### src/rtl/micro_datapath.sv
// Microprogrammed datapath: register file, ALU, and a sequencer that runs a loadable program.
// Optional watchdog abort is built when MICRO_DATAPATH_WDOG_EN is defined.
module micro_datapath #(
    parameter int P_N       = 16,
    parameter int P_REGS    = 16,
    parameter int P_DEPTH   = 32,
    parameter int P_OUT_REG = 2,
    parameter int P_WDOG    = 1024
) (
    input  logic           clk,
    input  logic           rst,
    input  logic           prog_we,
    input  logic [4:0]     prog_addr,
    input  logic [19:0]    prog_data,
    input  logic           start,
    input  logic [P_N-1:0] ext_in,
    output logic           busy,
    output logic           done,
    output logic           err,
    output logic [P_N-1:0] result
);
    localparam int RW = (P_REGS > 1) ? $clog2(P_REGS) : 1;
    localparam int AW = (P_DEPTH > 1) ? $clog2(P_DEPTH) : 1;

    localparam logic [0:0] S_IDLE = 1'b0;
    localparam logic [0:0] S_RUN  = 1'b1;

    localparam logic [2:0] OP_ADD  = 3'b000;
    localparam logic [2:0] OP_SUB  = 3'b001;
    localparam logic [2:0] OP_AND  = 3'b010;
    localparam logic [2:0] OP_OR   = 3'b011;
    localparam logic [2:0] OP_SHR  = 3'b100;
    localparam logic [2:0] OP_LDI  = 3'b101;
    localparam logic [2:0] OP_BR   = 3'b110;
    localparam logic [2:0] OP_HALT = 3'b111;

    logic [0:0]     state;
    logic [AW-1:0]  pc;
    logic [19:0]    mem [P_DEPTH];
    logic [P_N-1:0] rf  [P_REGS];

    logic [19:0]    ir;
    logic [2:0]     op;
    logic [RW-1:0]  ra, rb, rd;
    logic [1:0]     cond;
    logic [AW-1:0]  tgt;
    logic [P_N-1:0] opa, opb, alu_res;
    logic           wr_en, br_taken, running, halt, wdog_trip;

    assign ir      = mem[pc];
    assign op      = ir[19:17];
    assign ra      = ir[13 +: RW];
    assign rb      = ir[9 +: RW];
    assign rd      = ir[5 +: RW];
    assign cond    = ir[6:5];
    assign tgt     = ir[0 +: AW];
    assign opa     = rf[ra];
    assign opb     = rf[rb];
    assign running = (state == S_RUN);
    assign halt    = running && (op == OP_HALT);
    assign busy    = running;
    assign result  = rf[P_OUT_REG % P_REGS];

    always_comb begin
        alu_res = '0;
        wr_en   = 1'b0;
        case (op)
            OP_ADD: begin alu_res = opa + opb;  wr_en = 1'b1; end
            OP_SUB: begin alu_res = opa - opb;  wr_en = 1'b1; end
            OP_AND: begin alu_res = opa & opb;  wr_en = 1'b1; end
            OP_OR:  begin alu_res = opa | opb;  wr_en = 1'b1; end
            OP_SHR: begin alu_res = opa >> 1;   wr_en = 1'b1; end
            OP_LDI: begin alu_res = ext_in;     wr_en = 1'b1; end
            default: ;
        endcase
    end

    // Branch condition lives in the low two bits of the dst field.
    always_comb begin
        br_taken = 1'b0;
        case (cond)
            2'b00: br_taken = 1'b1;
            2'b01: br_taken = (opa > opb);
            2'b10: br_taken = ~opa[0];
            2'b11: br_taken = (opa == opb);
            default: ;
        endcase
    end

    always_ff @(posedge clk) begin
        if (state == S_IDLE && prog_we)
            mem[prog_addr[AW-1:0]] <= prog_data;
    end

    always_ff @(posedge clk or posedge rst) begin
        if (rst) begin
            for (int i = 0; i < P_REGS; i++)
                rf[i] <= '0;
        end else if (running && wr_en) begin
            rf[rd] <= alu_res;
        end
    end

    always_ff @(posedge clk or posedge rst) begin
        if (rst) begin
            state <= S_IDLE;
            pc    <= '0;
            done  <= 1'b0;
        end else begin
            done <= 1'b0;
            case (state)
                S_IDLE: begin
                    if (start) begin
                        state <= S_RUN;
                        pc    <= '0;
                    end
                end
                default: begin
                    if (halt) begin
                        state <= S_IDLE;
                        done  <= 1'b1;
                    end else if (wdog_trip) begin
                        state <= S_IDLE;
                    end else if (op == OP_BR && br_taken) begin
                        pc <= tgt;
                    end else begin
                        pc <= pc + AW'(1);
                    end
                end
            endcase
        end
    end

`ifdef MICRO_DATAPATH_WDOG_EN
    logic [15:0] wdog_cnt;
    logic        err_q;

    // Trips on the P_WDOG-th non-HALT run cycle; that cycle's register write still lands.
    assign wdog_trip = running && !halt && (wdog_cnt == 16'(P_WDOG - 1));
    assign err       = err_q;

    always_ff @(posedge clk or posedge rst) begin
        if (rst) begin
            wdog_cnt <= '0;
            err_q    <= 1'b0;
        end else begin
            err_q <= 1'b0;
            if (state == S_IDLE && start)
                wdog_cnt <= '0;
            else if (running && !halt) begin
                if (wdog_trip)
                    err_q <= 1'b1;
                else
                    wdog_cnt <= wdog_cnt + 16'd1;
            end
        end
    end
`else
    assign wdog_trip = 1'b0;
    assign err       = 1'b0;
`endif

endmodule

### config.mk
export PLATFORM = sky130hd
export DESIGN_NAME = micro_datapath
export DESIGN_NICKNAME = d
export VERILOG_FILES = /design/src/rtl/micro_datapath.sv
export SDC_FILE = /design/constraint.sdc
export NUM_CORES = 2
export LEC_CHECK = 0
export BUFFER_PORTS_ARGS = -buffer_cell sky130_fd_sc_hd__buf_2
export CELL_PAD_IN_SITES_DETAIL_PLACEMENT = 0
export CELL_PAD_IN_SITES_GLOBAL_PLACEMENT = 1
export CORE_MARGIN = 2
export CORE_UTILIZATION = 54
export DETAILED_ROUTE_END_ITERATION = 6
export GPL_ROUTABILITY_DRIVEN = 0
export GPL_TIMING_DRIVEN = 0
export PLACE_DENSITY = 0.78
export SYNTH_ARGS = -nofsm -noshare
export SYNTH_HDL_FRONTEND = slang
export SYNTH_SLANG_ARGS = --single-unit
### constraint.sdc
create_clock -name clk -period 10.4 [get_ports clk]
set_input_delay 1.56 -clock clk [delete_from_list [all_inputs] [get_ports clk]]
set_output_delay 1.56 -clock clk [all_outputs]
set_load 0.05 [all_outputs]
# Word-level counts from Yosys, hierarchy flattened
# Memory sizes are Yosys's and may differ from the RTL's.
# Index checks and enable logic that the tools add are counted.
[classes]
add_sub_neg = 3
n_reduce_logical = 10
n_mux = 23
div = 0
bitwise_logic = 7
order_cmp = 5
n_eq_ne = 12
multipliers = 0
shifts = 0
[op_table]
columns = ["op", "count"]
rows = [
  ["bitwise mux 256 bit", 1],
  ["binary-select mux 16 bit (select 4 bit)", 2],
  ["one-hot mux 16 bit (6 select lines)", 1],
  ["2-to-1 mux 16 bit", 5],
  ["demux 16 bit (select 4 bit)", 1],
  ["2-to-1 mux 5 bit", 4],
  ["adder 16 bit", 1],
  ["bitwise AND 16 bit", 1],
  ["equality test 16 bit", 1],
  ["> comparator 16 bit", 1],
  ["bitwise OR 16 bit", 1],
  ["subtractor 16 bit", 1],
  ["greater-or-equal comparator 5 bit, second input constant", 3],
  ["inverter 4 -> 5 bit", 3],
  ["equality test 3 bit, second input constant", 4],
  ["2-to-1 mux 1 bit", 8],
  ["equality test 3 x 2 -> 1 bit, second input constant", 2],
  ["OR reduction 6 bit", 1],
  ["adder 5 x 1 -> 5 bit, second input constant", 1],
  ["logical AND 1 bit", 5],
  ["less-than comparator 5 x 1 -> 1 bit, second input constant", 1],
  ["equality test 2 bit, second input constant", 2],
  ["one-hot mux 1 bit (4 select lines)", 1],
  ["equality test 3 x 1 -> 1 bit, second input constant", 1],
  ["7 further kinds", 8],
]
[totals]
romBits = 0
latchBits = 0
word_cells = 80
input_bits = 45
ff_bits = 263
n_memories = 1
ramBits = 640
output_inout_bits = 19
[mem_list]
columns = ["name", "words", "width", "read_ports", "rd_clocked_by_memory_dff", "write_ports", "line", "source"]
rows = [
  ["mem", 32, 20, 1, 0, 1, "39", "logic [19:0] mem [P_DEPTH];"],
]

# Logic depth before layout (Yosys ltp)
# An unclocked memory read counts as a cell.
[depth]
depth_word = 11
ltp_mapped = 27

# Worst setup path before layout
# OpenSTA, ideal clock, no wires.
[synth_timing]
path_kind = "reg2reg"
start = "register pc[1]"
end = "register rf, in the netlist result[14]"
arrival_time_ps = 6466
stages_incl_launch_ff = 25
n_path_buf = 9
slack_ps = 3793
setup_ps = 141
path_cell_list = "dfrtp_1 -> buf_4 -> buf_6 -> buf_4 -> buf_2 -> buf_2 -> buf_2 -> buf_1 -> mux4_2 -> mux4_2 -> mux2i_2 -> buf_2 -> mux2i_1 -> inv_1 -> fa_1 -> nor2b_1 -> o21ai_0 -> a21oi_1 -> o211a_1 -> nor3_1 -> o311ai_0 -> and4_1 -> o31ai_1 -> clkbuf_1 -> a31oi_1"
[synth_via]
elab_chain_len = 8
[synth_rtl]
columns = ["item", "line", "source"]
rows = [
  ["start, declared", "38", "logic [AW-1:0] pc;"],
  ["start signal, assigned", "125", "pc <= tgt;"],
  ["start signal, assigned", "127", "pc <= pc + AW'(1);"],
  ["memory read (32 x 20 bit) (*)", "-", ""],
  ["inverter 4 -> 5 bit (on tied branches)", "57, 58", ""],
  ["binary-select mux 16 bit (select 4 bit) (on tied branches)", "57, 58", ""],
  ["2-to-1 mux 16 bit (on tied branches) (2 in a row)", "57, 58", ""],
  ["subtractor 16 bit (tied with other cells)", "69", "OP_SUB: begin alu_res = opa - opb; wr_en = 1'b1; end"],
  ["one-hot mux 16 bit (6 select lines)", "67", "case (op)"],
  ["bitwise mux 256 bit", "100", "rf[rd] <= alu_res;"],
  ["end signal, assigned by index", "100", ""],
  ["end, declared", "40", "logic [P_N-1:0] rf [P_REGS];"],
]
# Mark *: on every way between the ends. The rest lies on a longest branch, timed or not. The select of a mux whose other input is x is not followed.
# A chain may end at the register's enable or synchronous reset.

# Final worst setup path
[layout_timing]
start = "register pc[2]"
end = "register rf[238] (netlist bit)"
# Same word-level chain as after synthesis.

==> out/metrics.csv <==
metric,value,unit
grt_setup_unrepaired,no,
antenna_left,0,
drive_gt1_share,28.14,%
wl_met1,50510,um
cts_tree,done,
ys_seq_elements,903,
drv_slew,0,
grt_pass1_vias,26623,
grt_pass1_wl,185100,um
path_max_fanout,10,
startpoint,pc[2],
cts_resized,0,
final_cells,4025,
via_per_inst,6.572,
cts_buffers,94,
dp_hpwl,85870,um
yosys_warnings,0,
grt_max_degree,114,
cts_hold_buf,0,
routed.top_layer,met4,
max_clock_freq,97.42,MHz
top_level_ports,64,
io_buffers,62,
die-area,80750,sq um
fp.dieW,284.2,um
syn2layout_area_growth,13.13,%
initial_utilization,54.63,%
clock_latency,0.69,ns
min_period_over_period,98.70,%
status,completed,
finalSetupViolCount,0,
num_vias,26452,
dp.cells,3853,
clockRootBuffer,clkbuf_16,
hold_path.class,flop to flop,
ys_types,87,
fin_nets,3006,
synth_top_area_cell,edfxtp_1,
async_reset_ff_share,29.13,%
clk_pin_slew_worst_paths,0.06,ns
cts_setup_buffers,0,
n_antenna_cell,0,
ff2ff_setup_slack,0.14,ns
drt_iter0_drc,3321,
fp-row-count,102,
max_slew_margin,5.679,%
synth_top_area_share,45.34,%
critical_path_class,flop to flop,
post-route-drc-count,0,
syn_area_per_cell,15.58,sq um
period_minus_slack,10.26,ns
syn_nets,2817,
antenna_found_initial,0,
setup.worst_path.end_class,flop,
cts_max_path_buffers,3,
yosysSeqAreaShare,60.87,%
wl_met3,11070,um
finalHoldViolations,0,
gr-total-overflow,0,
synth_edf_count,640,
grt_use_total,31.76,%
core,77590,sq um
worstPathRequired,10.93,ns
syn_area,42390,sq um
finalClockSkew,0.05413,ns
reg2reg_from,pc[2],
syn_inst,2720,
cts_max_level,3,
maxCapViolCount,0,
start_kind,flop,
synth_area_leaders,"edfxtp_1 45%, dfrtp_1 16%, mux4_2 11%, mux2i_1 6.4%, mux2_2 4.8%",
ys.flop_type,edfxtp_1,
drt_wl_total,127400,um
drt-wirelength-per-cell,31.66,um
dr.pass1.iters,6,
die_h,284.2,um
clock_sinks,903,
worstMarginPinSlew,1.403,ns
wl_met2,60620,um
worstPathArrival,10.79,ns
min-delay-start,rf[63],
==> stage by stage <==
stage	utilization [%]	setup TNS, ns	instance area, sq um	hold WS [ns]	worst slack (ns)
global placement	56.70	-356.90	44000	0.4929	-1.404
CTS	61.80	0	47950	0.5087	0.5728
floorplan	-	0	42390	0.4807	1.600
detailed placement	57.99	0	44990	0.4958	0.5962
finish	61.80	0	47950	0.5209	0.1353
global route	61.80	0	47950	0.5301	0.03856
==> per-layer routing <==
metal / vias up / GRT usage (%)
met5: - / 0
met4: 0 / 12.67
met3: 315 / 6.276
met2: 1402 / 50.66
met1: 13752 / 43.27
li1: 10983 / -
==> path summary, 6_finish.rpt <==
kind                           end  depth (start not counted)
max                        rf[238]                         23
min                         rf[63]                          1
max reg2reg                rf[238]                         23
min reg2reg                 rf[63]                          1
max in group asynchronous   rf[77]                          4
min in group asynchronous  rf[230]                          2
==> worst max-delay path, cell delays in order, from the launching register on <==
cell and delay [ns]:
dfrtp_1 0.33, clkbuf_1 0.45, buf_2 0.51, buf_1 1.03, mux4_2 0.64, mux2i_2 0.77, buf_2 0.47, clkbuf_1 0.75
a211oi_1 0.08, a21oi_1 0.17, a21oi_1 0.10, mux2i_1 0.64, inv_1 0.21, fa_1 0.49, nor2b_1 0.16, o21ai_0 0.24
a21oi_1 0.16, o211a_1 0.28, nor3_1 0.36, o311ai_0 0.24, and4_1 0.25, o31ai_1 1.13, clkbuf_1 0.45, a31oi_1 0.15
==> final cells by class <==
class                      count  area [sq um]
tap                         1040          1301
multi-input combinational   1552         15370
inverter                      54         210.2
clock inverter                43         361.6
fill                        5782         29640
sequential                   903         25800
clock buffer                 129          2595
timing repair buffer          93          1059
buffer                       211          1251
==> cells in the mapped netlist, types with 5 or more instances <==
master    count
a21oi_2      10
o211ai_1      6
or3_1         8
buf_6        27
and2_0        5
ha_1         50
buf_2        81
and2_1       18
nand2_1      81
nor4_1        9
a22oi_1       8
dfrtp_1     263
nor2b_1      67
o22ai_1       5
nor3_1       10
nor2_1      168
xnor2_1       8
clkbuf_1     47
inv_1        52
nand2b_1      8
a211oi_1    114
buf_4        41
a31oi_1      72
mux2_2      179
and3_1        9
o21bai_1      8
a21oi_1      97
buf_1        14
a21o_1        5
nand3_1      11
nand3b_1      5
edfxtp_1    640
mux4_2      205
mux2i_1     273
o21ai_0      21
==> sequential cells by signal, indices dropped and copies added (netlist names) <==
signal,flops
rf,240
mem,640
done,1
busy,1
result,16
pc,5
==> logic make-up (layout without fill, tap and decap cells) <==
group	Yosys count	in the layout	synth area share [%]
AOI/OAI and AO/OA	407	407	6.825
xor gates and xnor gates	9	9	0.1860
adders and majority gates	52	52	1.570
buffers and inverters	265	530	3.430
DFF	903	903	60.87
muxes	663	663	22.33
other	1	1	0.008847
and+or+nand+nor	420	420	4.779
==> cells in the final DEF, fill, tap and decap left out, types with 6 or more instances in the layout <==
cell type | netlist | routed
a31oi_1 | 72 | 72
nand2_1 | 81 | 81
nor2b_1 | 67 | 67
a22oi_1 | 8 | 8
clkbuf_8 | 0 | 9
or3_1 | 8 | 8
clkbuf_1 | 47 | 72
xnor2_1 | 8 | 8
ha_1 | 50 | 50
nand2b_1 | 8 | 8
buf_2 | 81 | 143
a21oi_1 | 97 | 97
a21oi_2 | 10 | 10
buf_12 | 0 | 14
and2_1 | 18 | 18
a211oi_1 | 114 | 114
o211ai_1 | 6 | 6
o21bai_1 | 8 | 8
nand3_1 | 11 | 11
buf_1 | 14 | 14
nor4_1 | 9 | 9
clkbuf_16 | 0 | 95
and3_1 | 9 | 9
inv_1 | 52 | 51
mux4_2 | 205 | 205
o21ai_0 | 21 | 21
clkinv_1 | 1 | 13
nor2_4 | 0 | 32
mux2i_1 | 273 | 273
buf_16 | 0 | 17
nor3_1 | 10 | 10
edfxtp_1 | 640 | 640
buf_6 | 27 | 27
buf_4 | 41 | 41
nor2_1 | 168 | 136
dfrtp_1 | 263 | 263
clkinv_2 | 0 | 21
mux2_2 | 179 | 179
Power is left out: the tool's default activity adds up to more than one toggle a clock period on the data nets, which glitch-free logic cannot reach.
